--- src/rtl/encoder_8_to_3_seq.sv ---
// Sequential 8-to-3 encoder: latches requests into a pending register and emits one index per transfer.
// Define ENC_ROUND_ROBIN_EN to replace fixed highest-index priority with a round-robin search.
module encoder_8_to_3_seq (
    input  logic       clk,
    input  logic       rst,
    input  logic [7:0] D,
    input  logic       load,
    input  logic       ready,
    output logic [2:0] Y,
    output logic       valid,
    output logic [7:0] pending,
    output logic [3:0] count
);

    logic [7:0] pending_q, pending_d;
    logic [2:0] sel;
    logic [7:0] sel_mask;
    logic       xfer;

`ifdef ENC_ROUND_ROBIN_EN
    logic [2:0] last_q, last_d;

    // Search downward from last-1, wrapping 0 -> 7; after reset this starts at 7.
    always_comb begin
        logic       found;
        logic [2:0] idx;
        // NOTE: every variable gets a default first so no path leaves it unassigned (no latch).
        sel   = 3'd0;
        found = 1'b0;
        idx   = 3'd0;
        for (int k = 1; k <= 8; k++) begin
            idx = last_q - 3'(k);
            if (!found && pending_q[idx]) begin
                sel   = idx;
                found = 1'b1;
            end
        end
    end

    always_comb begin
        last_d = last_q;
        if (xfer) last_d = sel;
    end

    always_ff @(posedge clk) begin
        if (rst) last_q <= 3'd0;
        else     last_q <= last_d;
    end
`else
    // Later iterations overwrite earlier ones, so the highest set bit wins.
    always_comb begin
        sel = 3'd0;
        for (int i = 0; i < 8; i++) begin
            if (pending_q[i]) sel = 3'(i);
        end
    end
`endif

    assign valid = |pending_q;
    assign xfer  = valid & ready;

    always_comb begin
        sel_mask = 8'h00;
        if (xfer) sel_mask[sel] = 1'b1;
        // A re-asserted bit in D is ORed back after the clear, so the new request wins.
        pending_d = (pending_q & ~sel_mask) | (load ? D : 8'h00);
    end

    always_comb begin
        count = 4'd0;
        for (int i = 0; i < 8; i++) begin
            count = count + {3'b000, pending_q[i]};
        end
    end

    // NOTE: sequential state uses non-blocking assignments so all flops update together at the edge.
    always_ff @(posedge clk) begin
        if (rst) pending_q <= 8'h00;
        else     pending_q <= pending_d;
    end

    assign Y       = sel;
    assign pending = pending_q;

endmodule

--- config.mk ---
export PLATFORM = sky130hd
export DESIGN_NAME = encoder_8_to_3_seq
export DESIGN_NICKNAME = d
export VERILOG_FILES = /design/src/rtl/encoder_8_to_3_seq.sv
export SDC_FILE = /design/constraint.sdc
export NUM_CORES = 1
export LEC_CHECK = 0
export BUFFER_PORTS_ARGS = -buffer_cell sky130_fd_sc_hd__buf_2
export CAP_MARGIN = 20
export CORE_MARGIN = 3
export CORE_UTILIZATION = 40
export DETAILED_ROUTE_END_ITERATION = 16
export PLACE_DENSITY = 0.71
export REMOVE_ABC_BUFFERS = 1
export SLEW_MARGIN = 10
export SYNTH_ARGS = -nofsm -noshare
export SYNTH_HDL_FRONTEND = slang
export SYNTH_SLANG_ARGS = --single-unit
--- constraint.sdc ---
create_clock -name clk -period 4.8 [get_ports clk]
set_input_delay 0.96 -clock clk [delete_from_list [all_inputs] [get_ports clk]]
set_output_delay 0.96 -clock clk [all_outputs]
set_load 0.02 [all_outputs]
==> results by group, run 1 <==
Run status
  • Run status: complete, no violations

Clock network
  • CTS tree: yes
  • Inserted Clock Buffers: 3
  • Worst-Skew Late Latency: 250 ps
  • Reg clk slew, reported paths: 60 ps
  • Root buf cell: clkbuf_4
  • Number of setup buffers added after CTS: 0
  • Htree depth: 1
  • Clock tree buffer depth: 2
  • Post-CTS Hold Fix Bufs: 0
  • Post_cts resized: 0
  • Clk sinks: 8

Place
  • DP Area: 727 um2
  • Placer congestion estimate: 0.852
  • Buffers on Ports: 27
  • DP Wirelength: 1.04 mm

Synth
  • Cell Area, Synth: 581 um2
  • Synth Warn #: 0
  • Dominant synthesized flop cell: dfxtp_1
  • Post-synth cell types: 24
  • Top post-synthesis cells by area: dfxtp_1, fa_1, inv_1
  • Post-synth EDFFs: 0
  • Top-count cell post-synth: inv_1
  • Async set-reset flop share out of synthesis: 0
  • Register area share after synthesis: 0.276
  • Mux cell area share after synthesis: 0
  • Largest family of logic cells by synthesized area: adder cells
  • Mapped Cells: 69
  • Syn Area/Cell: 8.41 um2
  • Flops & latches, synth: 8
  • Commonest cells in the netlist: inv_1, dfxtp_1, a21oi_1, nand2_1
  • Yosys top cell area share: 0.276
  • Synth Area in Simple Gates: 0.153
  • Adder-cell share of the synthesized area: 0.224
  • Largest area contributor in the netlist: dfxtp_1
  • Synth Area in Compound Gates: 0.209
  • Synth Area in XOR/XNOR: 0.0151

Routing
  • DRC errors left: 0
  • Vias: 583
  • DR iter-0 viols: 8
  • Detailed Routing Iterations Pass 1: 4
  • Routed len/inst: 11.5 um
  • Final WL: 1.29 mm
  • Vias/cell: 5.21
  • Post-route ant nets: 0

Final layout
  • Sequential cell area: 160 um2
  • Core Util, Final: 0.562
  • Max FFs per register: 8
  • FILL cells: 134
  • Area of the multi-input gates: 349 um2
  • # nets final: 119
  • Cell area after layout: 749 um2
  • Diode count: 0
  • P&R area growth vs syn: 29.1%
  • Share of cells above drive strength 1: 0.381

Setup path
  • Slowest stage delay, CP: 480 ps
  • Worst Path Arrival: 3090 ps
  • Crit path max fanout: 7
  • CP dominant cell by count: fa_1
  • Critical Path RT: 3840 ps
  • CP Class: reg -> out
  • CP bufs+invs: 4
  • Crit. End Element: primary output
  • R2R depth: 4
  • CP delay by family, top: adder cells
  • Crit path depth: 10
  • Worst path slowest cell: dfxtp_1
  • CP startpoint kind: register
  • Crit-path cells: fa_1, inv_1, fa_1, fa_1, inv_1, ha_1, inv_1, fa_1, xnor2_1, buf_2

GRT
  • Gr ovfl total: 0
  • Maximum number of pins on one net before global-route repair: 11
  • Total track usage: 0.155
  • Vias in the first global route: 519
  • Initial antenna violation count: 0
  • First-pass GRT wire length: 2.21 mm

Flow run
  • Max Cap Violations: 0

STA
  • Final Max Slew Viols: 0
  • Least-Margin Pin Slew: 324 ps
  • Skew final: 4.41 ps
  • Final Hold Vio Count: 0
  • Final worst path period share: 0.843
  • Setup tns final: 0 ps
  • Max_slew headroom: 0.781
  • Fmax achieved: 247 MHz
  • Unrepaired setup endpoints after global routing: false
  • Endpoints failing setup: 0
  • WHS: 572 ps
  • Final min period: 4050 ps

Die
  • Cell row count: 13
  • Core Region: 0.00133 mm2
  • Die area: 0.00194 mm2
  • Die Span Y: 44.1 um
  • I/O pins: 28
  • DIE WIDTH: 44.1 um
  • Initial Util: 0.435

Pwr
  • Sw Share: 0.394
  • Pint: 136 uW
  • Clock Power Share: 0.233
  • Total power: 224 uW
  • Pwr dens: 299 mW/mm2
  • Sequential Power Share: 0.355
  • Lkg Pwr: 0.000386 uW
  • Peak VDD IR: 0.189 mV
  • P_sw: 88.3 uW
  • Combinational share of power: 0.412

Hold path
  • Min-Delay Path Class: reg -> reg
  • Hold Path Stages: 2
## through the flow
step                      worst slack (ps)  instances
final                                  754        112
after global routing                   574        112
after CTS                              745        112
after detailed placement              1020        109
after global placement                1100        109
after floorplan                        926         67
## final timing paths
| check | start | end | slack [ps] |
|---|---|---|---|
| min | pending[4]$_SDFF_PP0_ | pending[4]$_SDFF_PP0_ | 570 |
| min reg2reg | pending[4]$_SDFF_PP0_ | pending[4]$_SDFF_PP0_ | 570 |
| max reg2reg | pending[5]$_SDFF_PP0_ | pending[0]$_SDFF_PP0_ | 3450 |
| max | pending[3]$_SDFF_PP0_ | count[2] | 750 |
## layer usage
metal,wire [um],global-route usage
met1,601,0.205
met2,569,0.230
met3,105,0.0488
met4,11,0.0723
met5,0,0
## power by group through the flow
stage          Combinational [uW]  Sequential, uW  Clock (uW)
2_1_floorplan                59.4            84.7           0
3_3_place_gp                 91.1            80.6           0
3_5_place_dp                 93.0            80.9           0
4_1_cts                      93.9            79.4        53.0
5_1_grt                       102            80.6        57.4
6_report                     92.4            79.4        52.2
## final cells by class
| class | count | area share |
|---|---|---|
| timing repair buffer | 27 | 0.180 |
| sequential | 8 | 0.214 |
| tap | 15 | 0.0250 |
| inverter | 17 | 0.0851 |
| clock buffer | 3 | 0.0301 |
| multi-input combinational | 42 | 0.466 |
## worst register-to-register path, cell delays in order (launching register included)
cell	delay [ps]
dfxtp_1	400
nor4_4	350
nand2_2	130
nor4_2	200
a311oi_1	140
## cells in the final DEF (no fill, tap or decap), drive strengths merged
cell	netlist	layout
a21oi	8	8
a22oi	3	3
a311oi	2	2
buf	1	27
clkbuf	1	3
dfxtp	8	8
fa	4	4
ha	4	4
inv	17	17
nand2	7	7
nand3	1	1
nor2	4	4
nor2b	1	1
nor4	2	2
o21ai	2	2
o311ai	1	1
o31a	1	1
o41ai	1	1
xnor2	1	1
## kinds of logic (layout without fill, tap and decap cells)
kind of cell,after synthesis,after routing
buf+inv,19,47
compound gates,18,18
simple gates,15,15
fa+ha+maj,8,8
flops,8,8
xor+xnor,1,1
Note: power is estimated with default switching activity, not from simulation.
==> run 2: changes to the inputs <==
Settings changed: CORE_UTILIZATION 40 to 39, PLACE_DENSITY 0.71 to 0.72.
Clock period 4.8 ns to 3.5 ns, I/O delays scaled along.
==> results by group, run 2 (same netlist as run 1, synthesis figures left out) <==
STA
  • Fmax achieved: 269 MHz
  • Endpoints failing setup: 2 (+2)
  • Least-Margin Pin Slew: 307 ps (-16.5 ps)
  • Final worst path period share: 1.06
  • Setup tns final: -388 ps (-388 ps)
  • Final Hold Vio Count: 0 (unchanged)
  • Final min period: 3710 ps
  • Final Max Slew Viols: 0 (unchanged)
  • WHS: 579 ps (+6.95 ps)
  • Unrepaired setup endpoints after global routing: true
  • Max_slew headroom: 0.795 (+0.0135)
  • Skew final: 0.883 ps (-3.53 ps)
  • Final setup margin: -212 ps (-966 ps)

Run status
  • Run status: finished, violations left
  • Failing checks: negative setup slack

Routing
  • Detailed Routing Iterations Pass 1: 4 (unchanged)
  • Routed len/inst: 11.8 um (+2.2%)
  • Vias: 586 (+0.51%)
  • DRC errors left: 0 (unchanged)
  • DR iter-0 viols: 8 (unchanged)
  • Vias/cell: 5.05 (-3.0%)
  • Metal2 WL: 624 um (+9.7%)
  • Post-route ant nets: 0 (unchanged)
  • Met1 wire length: 605 um (+0.67%)
  • Final WL: 1.36 mm (+5.8%)
  • Met3 WL: 95 um (-9.5%)
  • Top layer in use: met4

Final layout
  • Share of cells above drive strength 1: 0.465 (+0.0839)
  • Sequential cell area: 161 um2 (+0.78%)
  • Diode count: 0 (unchanged)
  • Core Util, Final: 0.594 (+0.0322)
  • # nets final: 123 (+3.4%)
  • Max FFs per register: 8 (unchanged)
  • FILL cells: 136 (+1.5%)
  • Area of the multi-input gates: 362 um2 (+3.6%)
  • P&R area growth vs syn: 38.1%
  • Most common cell after layout, fill and taps aside: buf_2
  • Most frequent cells in the layout: buf_2, inv_1, a21oi_1, dfxtp_1, nand2_1

Die
  • I/O pins: 28 (unchanged)
  • Initial Util: 0.430 (-0.00524)
  • Die Span Y: 44.6 um (+1.1%)
  • DIE WIDTH: 44.6 um (+1.1%)
  • Core Region: 0.00135 mm2 (+1.2%)
  • Cell row count: 13 (unchanged)
  • Die area: 0.00199 mm2 (+2.2%)

GRT
  • Gr ovfl total: 0 (unchanged)
  • Vias in the first global route: 557 (+7.3%)
  • Maximum number of pins on one net before global-route repair: 11 (unchanged)
  • First-pass GRT wire length: 2.21 mm (-0.27%)
  • Total track usage: 0.155 (+0.000174)
  • Initial antenna violation count: 0 (unchanged)

Clock network
  • Clock tree buffer depth: 2 (unchanged)
  • Htree depth: 1 (unchanged)
  • Worst-Skew Late Latency: 260 ps (about the same)
  • Clk sinks: 8 (unchanged)
  • Reg clk slew, reported paths: 50 ps (about the same)
  • Number of setup buffers added after CTS: 0 (unchanged)
  • CTS tree: yes
  • Post-CTS Hold Fix Bufs: 0 (unchanged)
  • Root buf cell: clkbuf_4
  • Inserted Clock Buffers: 3 (unchanged)

Setup path
  • Worst Path Arrival: 3010 ps (-80 ps)
  • Critical Path RT: 2800 ps (-1040 ps)
  • CP startpoint kind: register
  • Crit. End Element: primary output
  • Crit path max fanout: 2 (-5)
  • CP Class: reg -> out

Flow run
  • Max Cap Violations: 0 (unchanged)

Place
  • Placer congestion estimate: 0.780 (-8.5%)
  • Buffers on Ports: 27 (unchanged)
  • Place WS: 28.8 ps (-987 ps)
  • DP Wirelength: 1.10 mm (+5.1%)

Hold path
  • Min-Delay Path Class: reg -> reg

Pwr
  • Peak VDD IR: 0.212 mV (+12%)
  • Clock Power Share: 0.221 (-0.012)
  • Pint: 200 uW (+48%)
  • Total power: 327 uW (+46%)
  • Pwr dens: 408 mW/mm2 (+36%)
  • Sequential Power Share: 0.323 (-0.032)
  • P_sw: 127 uW (+44%)
  • Combinational share of power: 0.456 (+0.044)
  • Sw Share: 0.388 (-0.00649)
  • Lkg Pwr: 0.000415 uW (+7.4%)
-- run 2: cell count changes in the layout (fill, tap and decap cells not counted), moves of 2 or more --
cell   delta
inv_2     +2
buf_4     +5
buf_2     -2
inv_1     -2
-- run 2: area by class of cell --
cell class | count | share of cell area
inverter | 17 | 0.0796
multi-input combinational | 42 | 0.451
sequential | 8 | 0.201
tap | 15 | 0.0234
timing repair buffer | 31 | 0.217
clock buffer | 3 | 0.0281
-- run 2: worst paths after layout --
check | from | to | slack [ps] | cells after the start
worst max-delay path | pending[0]$_SDFF_PP0_ | count[1] | -210 | 10
worst min-delay path | pending[4]$_SDFF_PP0_ | pending[4]$_SDFF_PP0_ | 580 | 2
worst max register to register | pending[5]$_SDFF_PP0_ | pending[0]$_SDFF_PP0_ | 2150 | 5
worst min register to register | pending[4]$_SDFF_PP0_ | pending[4]$_SDFF_PP0_ | 580 | 2
-- run 2: metal layers --
metal	track usage	vias to the layer above
met5	0	-
met4	0.127	0
met3	0.0407	5
met2	0.238	24
met1	0.178	265
li1	-	292
-- run 2: critical path, cell delays in order (launching register included) --
cell     delay [ps]
dfxtp_2         330
fa_1            520
inv_1            50
fa_1            490
fa_1            410
inv_1            70
ha_2            180
inv_2            40
fa_2            520
inv_2            40
buf_6           120
-- run 2: per-stage QoR --
step	instance area, um2	cells
finish	802	116
global route	802	116
floorplan	573	67
CTS	786	116
detailed placement	757	113
global placement	757	113
-- run 2: timing repair --
action	CTS	global route
setup endpoints to repair	2	3
gates resized for setup	3	6
gates cloned	0	0
-- run 2: power by group through the flow --
stage	logic (uW)	registers [uW]	clock network [uW]
3_3_place_gp	133	107	0
4_1_cts	142	106	74.4
5_1_grt	166	107	79.8
3_5_place_dp	137	107	0
2_1_floorplan	81.5	116	0
6_report	149	106	72.3
==> run 3: changes to the inputs <==
Settings changed: GPL_TIMING_DRIVEN set to 0.
==> results by group, run 3 (same netlist as run 1, synthesis figures left out) <==
Routing
  • Vias/cell: 5.13 (+1.6%)
  • Detailed Routing Iterations Pass 1: 4 (unchanged)
  • Vias: 585 (-0.17%)
  • Final WL: 1.37 mm (+0.59%)
  • DR iter-0 viols: 6 (-2)
  • Routed len/inst: 12.0 um (+2.4%)
  • Post-route ant nets: 0 (unchanged)
  • DRC errors left: 0 (unchanged)

Pwr
  • Sw Share: 0.387 (-0.000815)
  • Peak VDD IR: 0.284 mV (+34%)
  • P_sw: 128 uW (+0.78%)
  • Lkg Pwr: 0.000406 uW (-2.2%)
  • Combinational share of power: 0.461 (+0.005)
  • Sequential Power Share: 0.331 (+0.008)
  • Pwr dens: 410 mW/mm2 (+0.52%)
  • Total power: 330 uW (+0.99%)
  • Clock Power Share: 0.208 (-0.013)
  • Pint: 202 uW (+1.1%)

Clock network
  • Inserted Clock Buffers: 3 (unchanged)
  • Reg clk slew, reported paths: 60 ps (about the same)
  • Clock tree buffer depth: 2 (unchanged)
  • Post-CTS Hold Fix Bufs: 0 (unchanged)
  • Root buf cell: clkbuf_4
  • Htree depth: 1 (unchanged)
  • Worst-Skew Late Latency: 250 ps (about the same)
  • CTS tree: yes
  • Clk sinks: 8 (unchanged)

Setup path
  • Critical Path RT: 2800 ps (about the same)
  • R2r endpoint: pending[0]$_SDFF_PP0_
  • CP startpoint kind: register
  • CP Class: reg -> out
  • Crit. End Element: primary output
  • Worst Path Arrival: 2960 ps (-50 ps)
  • R2R depth: 4 (-1)
  • Slack of the worst reg-to-reg path: 2130 ps (-20 ps)
  • Crit path max fanout: 2 (unchanged)
  • Reg2reg start: pending[5]$_SDFF_PP0_

Final layout
  • P&R area growth vs syn: 38.8%
  • Most common cell after layout, fill and taps aside: buf_2
  • # nets final: 121 (-1.6%)
  • FILL cells: 143 (+5.1%)
  • Share of cells above drive strength 1: 0.495 (+0.0296)
  • Most frequent cells in the layout: buf_2, inv_1, a21oi_1, nand2_1
  • Cell area after layout: 806 um2 (+0.47%)
  • Max FFs per register: 8 (unchanged)
  • Diode count: 0 (unchanged)

STA
  • Skew final: 5.70 ps (+4.82 ps)
  • Setup tns final: -282 ps (+106 ps)
  • Unrepaired setup endpoints after global routing: true
  • Final worst path period share: 1.05 (-0.0145)
  • Least-Margin Pin Slew: 351 ps (+43.7 ps)
  • Fmax achieved: 273 MHz (+1.4%)
  • Max_slew headroom: 0.763 (-0.0318)
  • Final setup margin: -161 ps (+50.6 ps)
  • Endpoints failing setup: 2 (unchanged)
  • Final Max Slew Viols: 0 (unchanged)
  • Final Hold Vio Count: 0 (unchanged)
  • Final min period: 3660 ps (-50.6 ps)

Run status
  • Run status: finished, violations left
  • Failing checks: negative setup slack

Place
  • Place WS: -13.1 ps (-41.8 ps)
  • Placer congestion estimate: 0.762 (-2.3%)
  • Buffers on Ports: 27 (unchanged)
  • DP Area: 727 um2 (-4.0%)
  • DP Wirelength: 1.03 mm (-5.7%)

GRT
  • Gr ovfl total: 0 (unchanged)
  • Maximum number of pins on one net before global-route repair: 11 (unchanged)
  • Total track usage: 0.145 (-0.00972)
  • Initial antenna violation count: 0 (unchanged)
  • First-pass GRT wire length: 2.11 mm (-4.4%)
  • Vias in the first global route: 536 (-3.8%)

Die
  • Cell row count: 13 (unchanged)
  • I/O pins: 28 (unchanged)
  • Die Span Y: 44.6 um (unchanged)
  • Core Region: 0.00135 mm2 (unchanged)
  • Initial Util: 0.430 (unchanged)
  • Die area: 0.00199 mm2 (unchanged)
  • DIE WIDTH: 44.6 um (unchanged)

Hold path
  • Worst Hold End: pending[4]$_SDFF_PP0_
  • Hold_sp: pending[4]$_SDFF_PP0_
  • Hold Path Stages: 2 (unchanged)
  • Min-Delay Path Class: reg -> reg

Flow run
  • Max Cap Violations: 0 (unchanged)
run 3: cell types whose count changed in the layout (fill, tap and decap cells not counted):
cell,previous run,this run
dfxtp_1,7,5
dfxtp_2,1,3
a21oi_1,7,6
a21oi_2,1,2
buf_2,25,24
buf_4,5,4
ha_2,1,0
ha_4,0,1
inv_1,13,12
inv_2,4,5
run 3: worst max path at each step:
stage / start / end / slack, ps / depth (start not counted)
after detailed placement: pending[3]$_SDFF_PP0_ / count[2] / -10 / 10
final: pending[0]$_SDFF_PP0_ / count[1] / -160 / 10
after global routing: pending[0]$_SDFF_PP0_ / count[1] / -260 / 10
after floorplan: pending[3]$_SDFF_PP0_ / count[2] / -110 / 9
after global placement: pending[3]$_SDFF_PP0_ / count[2] / 40 / 10
after CTS: pending[0]$_SDFF_PP0_ / count[1] / -210 / 10
run 3: layout make-up:
class	count	area (um2)	area share
repair buffers	29	161	0.200
flip-flops and latches	8	164	0.203
well taps	15	18.8	0.0233
clock buffers	3	22.5	0.0280
inverters	17	63.8	0.0792
multi-input cells	42	375	0.466
run 3: repair_timing:
action | 4_1_cts | 5_1_grt
setup endpoints to repair | 2 | 3
setup buffers | 1 | 1
pin swaps | 1 | 1
gates resized for setup | 10 | 5
run 3: routing by layer:
metal | global-route usage | part of all wire
met5 | 0 | 0
met4 | 0.0904 | 0.014
met3 | 0.0244 | 0.061
met2 | 0.249 | 0.49
met1 | 0.165 | 0.44
run 3: power by group through the flow:
stage | combinational [uW] | sequential, uW | clock (uW)
6_report | 152 | 109 | 68.7
5_1_grt | 168 | 111 | 77.7
4_1_cts | 141 | 109 | 71.0
3_5_place_dp | 127 | 111 | 0
3_3_place_gp | 124 | 110 | 0
2_1_floorplan | 81.5 | 116 | 0
run 3: worst max-delay path, stage by stage (launching register included):
cell and delay [ps]:
dfxtp_2 330, fa_1 530, inv_1 50, fa_1 490, fa_1 420, inv_2 80, ha_4 120, inv_2 30
fa_2 520, inv_2 30, buf_6 120
run 3: metrics by stage:
stage                util  hold slack (ps)  instances
finish              0.597              574        114
global route        0.597              625        114
CTS                 0.574              577        113
detailed placement  0.538              569        109
global placement    0.538              554        109
floorplan               -              607         67
